$ cat src/rtl/tile_pixel_fetch.sv
// Per-scanline tile fetcher: walks one tile row, reads tilemap then pattern ROM,
// and streams eight 4-bit {pal, pixel} color indices per tile over valid/ready.
module tile_pixel_fetch #(
  parameter int TILES_PER_ROW = 28,
  parameter int TILE_ROWS     = 36
) (
  input  logic        clk,
  input  logic        rst,
  input  logic        line_start,
  input  logic [8:0]  line_y,
  output logic [9:0]  map_addr,
  input  logic [9:0]  map_data,
  output logic [10:0] rom_addr,
  input  logic [15:0] rom_data,
  output logic [3:0]  color_index,
  output logic        pix_valid,
  input  logic        pix_ready,
  output logic        busy,
  output logic        line_done
);

  typedef enum logic [2:0] {
    S_IDLE,
    S_MAP,
    S_CODE,
    S_ROW,
    S_LOAD,
    S_SHIFT,
    S_DONE
  } state_e;

  localparam logic [9:0] NUM_LINES = 10'(8 * TILE_ROWS);
  localparam logic [4:0] LAST_COL  = 5'(TILES_PER_ROW - 1);

  state_e      state_q, state_d;
  logic [5:0]  tile_row_q;
  logic [2:0]  fine_y_q;
  logic [4:0]  col_q;
  logic [7:0]  code_q;
  logic [1:0]  pal_q;
  logic [15:0] sh_q;
  logic [2:0]  pixcnt_q;

  logic accept;
  logic handshake;
  logic tile_end;

  assign accept    = (state_q == S_IDLE) && line_start && ({1'b0, line_y} < NUM_LINES);
  assign handshake = (state_q == S_SHIFT) && pix_ready;
  assign tile_end  = handshake && (pixcnt_q == 3'd7);

  // Addresses are derived purely from registered fields
  assign map_addr = 10'(tile_row_q) * 10'(TILES_PER_ROW) + 10'(col_q);
  assign rom_addr = {code_q, fine_y_q};

  // State register
  always_ff @(posedge clk or negedge rst) begin
    if (!rst) state_q <= S_IDLE;
    else      state_q <= state_d;
  end

  // Next-state logic
  always_comb begin
    state_d = state_q;
    unique case (state_q)
      S_IDLE:  if (accept) state_d = S_MAP;
      S_MAP:   state_d = S_CODE;
      S_CODE:  state_d = S_ROW;
      S_ROW:   state_d = S_LOAD;
      S_LOAD:  state_d = S_SHIFT;
      S_SHIFT: if (tile_end) state_d = (col_q == LAST_COL) ? S_DONE : S_MAP;
      S_DONE:  state_d = S_IDLE;
      default: state_d = S_IDLE;
    endcase
  end

  // Outputs decoded from state; color index forced to zero when not valid
  always_comb begin
    pix_valid   = (state_q == S_SHIFT);
    busy        = (state_q != S_IDLE);
    line_done   = (state_q == S_DONE);
    color_index = (state_q == S_SHIFT) ? {pal_q, sh_q[1:0]} : '0;
  end

  // Datapath: line fields, tile attributes, pixel shifter and counters
  always_ff @(posedge clk or negedge rst) begin
    if (!rst) begin
      tile_row_q <= '0;
      fine_y_q   <= '0;
      col_q      <= '0;
      code_q     <= '0;
      pal_q      <= '0;
      sh_q       <= '0;
      pixcnt_q   <= '0;
    end else begin
      if (accept) begin
        tile_row_q <= line_y[8:3];
        fine_y_q   <= line_y[2:0];
        col_q      <= '0;
      end
      if (state_q == S_CODE) begin
        code_q <= map_data[7:0];
        pal_q  <= map_data[9:8];
      end
      if (state_q == S_LOAD) begin
        sh_q     <= rom_data;
        pixcnt_q <= '0;
      end
      if (handshake) begin
        sh_q     <= sh_q >> 2;
        pixcnt_q <= pixcnt_q + 3'd1;
      end
      if (tile_end && (col_q != LAST_COL)) col_q <= col_q + 5'd1;
    end
  end

endmodule

$ cat config.mk
export PLATFORM = sky130hd
export DESIGN_NAME = tile_pixel_fetch
export DESIGN_NICKNAME = d
export VERILOG_FILES = /design/src/rtl/tile_pixel_fetch.sv
export SDC_FILE = /design/constraint.sdc
export NUM_CORES = 1
export LEC_CHECK = 0
export ABC_AREA = 1
export BUFFER_PORTS_ARGS = -buffer_cell sky130_fd_sc_hd__buf_2
export CAP_MARGIN = 20
export CORE_MARGIN = 3
export CORE_UTILIZATION = 40
export DETAILED_ROUTE_END_ITERATION = 8
export SKIP_CTS_REPAIR_TIMING = 1
export SYNTH_ARGS = -nofsm -noshare
export SYNTH_HDL_FRONTEND = slang
export SYNTH_SLANG_ARGS = --single-unit
$ cat constraint.sdc
create_clock -name clk -period 2.8 [get_ports clk]
set_clock_uncertainty 0.05 [all_clocks]
set_input_delay 0.14 -clock clk [delete_from_list [all_inputs] [get_ports clk]]
set_output_delay 0.14 -clock clk [all_outputs]
set_load 0.005 [all_outputs]
==> summary.txt, run 1 <==
Run status
  – Status: finished clean

Clocking
  – Clock Path Buffers: 2
  – Skew-Pair Late Insertion Delay: about 300 ps
  – Number of clock sinks: 46
  – TritonCTS Buffers: 5
  – Clk pin slew, worst setup/hold paths: approximately 80 ps
  – Deepest level of the CTS H-tree: 2
  – Cell at the root of the clock tree: sky130_fd_sc_hd__clkbuf_8
  – Clock tree from TritonCTS: done

Route
  – Post-route ant nets: 0
  – DRT Pass-1 Iters: 4
  – DRC Markers: 0
  – Uppermost layer routed: met4
  – Total number of vias: approximately 2,100
  – Average vias per placed instance: roughly 4.8
  – Initial DRC count: 58
  – Detailed-route wire length: ~5100 um
  – Met3 Wirelength: between 300 and 400 um
  – Post-detailed-route wirelength per cell: approximately 12 um
  – Met2 layer wire length in the routed design: roughly 2300 um
  – Wire length on met1: around 2400 um

Global route
  – Total routing usage reported by global routing: between 10% and 20%
  – First-pass GRT wire length: 8850 um
  – Largest net degree at the start of global routing: 47
  – Initial antenna violation count: 0
  – Vias in the first global route: 2,021
  – GRT Residual Overflow: 0

Power and ir drop
  – PwrDens: ~1200 nW/um^2
  – Design Power: 3.68 mW
  – Leakage power: between 1.5 and 2 nW
  – Peak supply drop: a little over 800 uV

STA
  – Transition time at the pin with the least slew margin: around 540 ps
  – Final critical path time including I/O delays and setup: approximately 2700 ps
  – Part of the cycle the worst path needs: 96.6%
  – Hold violation total from the final report: 0
  – Slew Viols, Final: 0
  – Maximum clock rate: approximately 370 MHz
  – Final setup margin: 93.8 ps
  – Setup violators final: 0
  – Setup repair after global routing missed its margin: yes
  – Relative slew margins: between 60% and 70%

Placement
  – Dpl hpwl: 3750 um
  – Routability Congestion: between 0.8 and 0.9
  – Port bufs: 66
  – Minimum setup slack after placement: ~170 ps

Critical path
  – Crit path DAT: between 2000 and 3000 ps
  – Crit path max fanout: 4
  – Required time of the critical path: about 2600 ps
  – Nature of the critical path startpoint: flip-flop
  – Capturing element type of the critical path: primary output
  – Most Frequent Cell on Critical Path: sky130_fd_sc_hd__nand2_1
  – Maximum cell stage delay along the critical path: 510 ps
  – Ordered list of cells on the worst path: fa_1 > ha_2 > inv_2 > fa_2 > xnor2_2 > nand3_2 > inv_1 > nand3_1 > nand2_1 > nand2_1 > buf_2
  – Crit Path Class: reg -> out
  – Slowest stage cell, crit path: sky130_fd_sc_hd__fa_1

Yosys
  – Number of synthesis warnings: 0
  – Post-synthesis register bit count: between 40 and 50
  – Share of synthesized registers carrying an async set or reset: 100%
  – Syn Inst Count: between 200 and 300
  – Prevailing post-synth register cell: sky130_fd_sc_hd__dfrtp_1
  – Largest area contributor in the netlist: sky130_fd_sc_hd__dfrtp_1
  – Most frequent cell after synthesis: sky130_fd_sc_hd__nand2_1
  – Most numerous cell types in the synthesized netlist: sky130_fd_sc_hd__nand2_1 (66), sky130_fd_sc_hd__dfrtp_1 (46), sky130_fd_sc_hd__inv_1 (39)
  – Largest cells by area after synthesis: sky130_fd_sc_hd__dfrtp_1 (44%), sky130_fd_sc_hd__nand2_1 (9.5%), sky130_fd_sc_hd__ha_1 (6.2%)
  – Count of flip-flops with a built-in enable after synthesis: 0
  – Synthesized net count: ~350
  – Number of different library cells in the post-synthesis netlist: 28
  – Synth top area share: around 44%
  – Share of synthesized area occupied by flip-flops and latches: between 40% and 50%
  – Cell area after technology mapping: between 2000 and 3000 um^2
  – Mean Syn Cell Area: a little over 9 um^2

Die
  – Height of the chip: roughly 87 um
  – IO Pins: 67
  – Horizontal die dimension: between 80 and 90 um
  – Cell row count: 28
  – Die Footprint: 7530 um^2
  – Area of the placeable core: around 6100 um^2
  – Starting density of the core: 42.6%

Job
  – # Max-Cap Violations: 0

Min path
  – Hold crit path type: in -> reg

Cells and area
  – N_diodes: 0
  – Net count of the finished layout: 417
  – Fraction of layout cells with a size suffix above 1: between 20% and 30%
  – Area grow syn2layout: 21.9%
## state kept, by name (all words and copies together) (netlist names)
| name | count |
|---|---|
| fine_y_q | 3 |
| col_q | 5 |
| pixcnt_q | 3 |
| tile_row_q | 6 |
| state_q | 3 |
| pal_q | 2 |
| sh_q | 16 |
| code_q | 8 |
## layout make-up
| class | count | area (um^2) |
|---|---|---|
| Sequential cell | 46 | 1150 |
| Tap cell | 75 | 93.8 |
| Clock buffer | 7 | 76.3 |
| Timing Repair Buffer | 71 | 385 |
| Multi-Input combinational cell | 194 | 1290 |
| Fill cell | 604 | 2950 |
| Inverter | 40 | 150 |
| Clock inverter | 1 | 30.0 |
## routing by layer
| layer | vias to the layer above | track usage, % |
|---|---|---|
| met1 | 939 | 18.5 |
| met5 | - | 0 |
| li1 | 1074 | - |
| met3 | 5 | 4.56 |
| met4 | 0 | 4.39 |
| met2 | 51 | 24.0 |
## through the flow
stage	instances	utilization [%]	setup TNS [ps]	hold WS, ps	instance area [um^2]
after floorplan	288	-	0	-206	2610
after global placement	421	48.5	0	295	2970
after detailed placement	421	48.5	0	298	2970
after CTS	429	50.2	-371	-16.9	3080
after global routing	434	51.9	-172	11.3	3180
final	434	51.9	0	20.4	3180
## placed cells by master (no fill, tap or decap), types with 5 or more instances in the layout
cell type and n:
sky130_fd_sc_hd__clkbuf_8 5, sky130_fd_sc_hd__mux2_2 8, sky130_fd_sc_hd__a21oi_1 7, sky130_fd_sc_hd__nor2_1 14, sky130_fd_sc_hd__fa_1 6, sky130_fd_sc_hd__buf_2 66
sky130_fd_sc_hd__inv_1 38, sky130_fd_sc_hd__o21ai_0 17, sky130_fd_sc_hd__a22oi_1 14, sky130_fd_sc_hd__nand2_1 65, sky130_fd_sc_hd__o21ai_1 5, sky130_fd_sc_hd__dfrtp_1 43
sky130_fd_sc_hd__ha_1 11, sky130_fd_sc_hd__nand3_1 18
## kinds of logic (layout without fill, tap and decap cells)
| logic type | after synthesis | in the layout | share of synthesized area, % |
|---|---|---|---|
| flops | 46 | 46 | 44.1 |
| simple gates | 111 | 111 | 19.4 |
| xor+xnor | 7 | 7 | 2.35 |
| compound gates | 48 | 48 | 11.1 |
| mux | 8 | 8 | 3.45 |
| fa+ha+maj | 20 | 20 | 11.6 |
| buf+inv | 48 | 119 | 8.01 |
## where the power goes
group | switching (mW) | internal (mW)
Clock | 0.212 | 0.267
Combinational | 1.15 | 0.953
Sequential | 0.172 | 0.929
## final timing paths
path	cells after the start	endpoint	slack, ps	from
max	11	map_addr[9]	90	tile_row_q[1]
min	2	code_q[0]	20	map_data[0]
max reg2reg	7	state_q[0]	1100	state_q[2]
min reg2reg	2	sh_q[15]	430	sh_q[15]
max in group asynchronous	3	fine_y_q[0]	2030	rst
min in group asynchronous	2	col_q[3]	190	rst
## worst max-delay path: cells and delay by family, from the launching register on
family / cells / cell delay (ps)
simple gates: 4 / 280
xor+xnor: 1 / 210
fa+ha+maj: 3 / 1040
flops: 1 / 440
buf+inv: 3 / 240
Power figures use the tool's default switching activity.
==> run 2, diff against run 1 <==
--- a/config.mk
+++ b/config.mk
@@ -9,7 +9,7 @@
 export BUFFER_PORTS_ARGS = -buffer_cell sky130_fd_sc_hd__buf_2
 export CAP_MARGIN = 20
 export CORE_MARGIN = 3
-export CORE_UTILIZATION = 40
+export CORE_UTILIZATION = 35
 export DETAILED_ROUTE_END_ITERATION = 8
 export SKIP_CTS_REPAIR_TIMING = 1
 export SYNTH_ARGS = -nofsm -noshare
==> run 2 against run 1 <==
The flow now finishes with violations (negative setup slack). Utilization decreased by 6.0 points. Combinational power increased by 5%. Sequential share of layout area fell by 0.42 points. Via count is 2.9% higher. Critical endpoint unchanged. Largest cell class unchanged.
==> summary.txt, run 2 (synthesized netlist as in run 1, its figures left out) <==
Run status
  – Status: complete, but fails checks
  – Violated checks: negative setup slack

Cells and area
  – Net count of the finished layout: about 420
  – Post-route insts no fill: about 460
  – Area grow syn2layout: 23.4%
  – Area of the multi-input gates: between 1000 and 1500 um^2
  – Area taken by flip-flops and latches: between 1000 and 1500 um^2
  – Commonest non-fill, non-tap cell in the layout: sky130_fd_sc_hd__buf_2
  – Fraction of layout cells with a size suffix above 1: 29.4%
  – Most used cells in the layout excluding fill and tap cells: sky130_fd_sc_hd__buf_2 (66), sky130_fd_sc_hd__nand2_1 (65), sky130_fd_sc_hd__dfrtp_1 (43), sky130_fd_sc_hd__inv_1 (37)
  – Fill count: between 700 and 800
  – Max reg flops: 16
  – Most flop-heavy register: sh_q
  – N_diodes: 0
  – Largest registers: sh_q: 16 flops, code_q: 8 flops, tile_row_q: 6 flops

Die
  – Starting density of the core: between 30 and 40%
  – Horizontal die dimension: about 92 um
  – Area of the placeable core: 7020 um^2
  – Cell row count: 30
  – Height of the chip: ~90 um
  – IO Pins: 67
  – Die Footprint: ~8500 um^2

STA
  – Hold_ws: ~10 ps
  – Relative slew margins: 56.3%
  – Final setup margin: -30.4 ps
  – Transition time at the pin with the least slew margin: 653 ps
  – Final critical path time including I/O delays and setup: between 2000 and 3000 ps
  – Maximum clock rate: 353 MHz
  – Slew Viols, Final: 0
  – Setup violators final: 1
  – Part of the cycle the worst path needs: 101%
  – Hold violation total from the final report: 0
  – Setup repair after global routing missed its margin: yes

Power and ir drop
  – Proportion of total power due to net switching: between 40% and 50%
  – Leakage power: 1.74 nW
  – Clock network power share: 10.9%
  – Switching pwr: 1.59 mW
  – Peak supply drop: between 300 and 400 uV
  – PwrDens: about 1200 nW/um^2
  – Proportion of power drawn by combinational gates: 59.4%
  – Internal power of the cells: between 2 and 2.5 mW
  – Design Power: 3.71 mW
  – Portion of total power attributed to sequential cells: around 30%

Critical path
  – Crit path max fanout: 3
  – Maximum cell stage delay along the critical path: approximately 550 ps
  – Slowest stage cell, crit path: sky130_fd_sc_hd__fa_1
  – Capturing element type of the critical path: primary output
  – Ordered list of cells on the worst path: fa_1 > ha_2 > inv_2 > fa_2 > xnor2_4 > nand3_2 > inv_1 > nand3_2 > nand2_1 > nand2_1 > buf_2
  – Nature of the critical path startpoint: flip-flop
  – Required time of the critical path: between 2000 and 3000 ps
  – Crit path DAT: between 2000 and 3000 ps
  – Crit Path Class: reg -> out

Clocking
  – TritonCTS Buffers: 5
  – Skew-Pair Late Insertion Delay: roughly 300 ps
  – Deepest level of the CTS H-tree: 2
  – Clock Path Buffers: 2
  – Cell at the root of the clock tree: sky130_fd_sc_hd__clkbuf_8
  – Clk pin slew, worst setup/hold paths: around 90 ps
  – Number of clock sinks: between 40 and 50
  – Clock tree from TritonCTS: done

Placement
  – Port bufs: 66
  – Total placed cells including tap cells: 442
  – Routability Congestion: 0.819
  – Dpl hpwl: approximately 4000 um

Route
  – Total number of vias: roughly 2,100
  – Post-detailed-route wirelength per cell: 12.1 um
  – Detailed-route wire length: approximately 5500 um
  – DRC Markers: 0
  – Post-route ant nets: 0
  – Average vias per placed instance: between 4 and 5
  – DRT Pass-1 Iters: 4
  – Initial DRC count: 83

Min path
  – Hold crit path type: in -> reg

Global route
  – Initial antenna violation count: 0
  – Vias in the first global route: between 2,000 and 2,500
  – Largest net degree at the start of global routing: 47
  – Total routing usage reported by global routing: a little over an eighth
  – First-pass GRT wire length: slightly above 9000 um
  – GRT Residual Overflow: 0

Job
  – # Max-Cap Violations: 0
[run 2: final timing paths]
kind | startpoint | endpoint | slack [ps] | cells past startpoint
worst max-delay path | tile_row_q[1] | map_addr[9] | -30 | 11
worst min-delay path | map_data[5] | code_q[5] | 10 | 2
worst max register to register | state_q[1] | state_q[2] | 1080 | 7
worst min register to register | sh_q[15] | sh_q[15] | 430 | 2
max in group asynchronous | rst | code_q[0] | 1980 | 3
min in group asynchronous | rst | code_q[7] | 220 | 2
[run 2: layer usage]
| layer | up-vias | track usage [%] | part of all wire, % |
|---|---|---|---|
| met5 | - | 0 | 0 |
| met4 | 0 | 4.46 | 1.4 |
| met3 | 7 | 3.41 | 4.6 |
| met2 | 38 | 22.2 | 50 |
| met1 | 1003 | 16.7 | 44 |
| li1 | 1082 | - | - |
[run 2: final cells by class]
cell class	count	area share, %
inverters	40	4.67
multi-input cells	194	40.5
repair buffers	73	12.5
clock inverters	2	0.428
flip-flops and latches	46	35.9
well taps	96	3.73
clock buffers	6	2.26
[run 2: power groups by stage]
stage / Sequential (mW) / Combinational [mW] / Clock (mW)
after floorplan: 1.10 / 1.41 / 0
after global placement: 1.11 / 1.93 / 0
after detailed placement: 1.12 / 1.96 / 0
after CTS: 1.10 / 1.98 / 0.429
after global routing: 1.15 / 2.53 / 0.452
final: 1.10 / 2.21 / 0.406
[run 2: metrics by stage]
stage                     instance area [um^2]  setup TNS [ps]  setup slack [ps]  util [%]
final                                     3220           -30.4             -30.4      45.8
after global routing                      3220            -522              -189      45.8
after CTS                                 3090            -389              -180      44.0
after detailed placement                  3000               0               154      42.7
after global placement                    3000               0               243      42.7
after floorplan                           2610               0               418         -
[run 2: worst max-delay path: cells and delay by family, from the launching register on]
kind	cells	cell delay, ps
fa+ha+maj	3	1160
flops	1	440
simple gates	4	290
buf+inv	3	250
xor+xnor	1	210
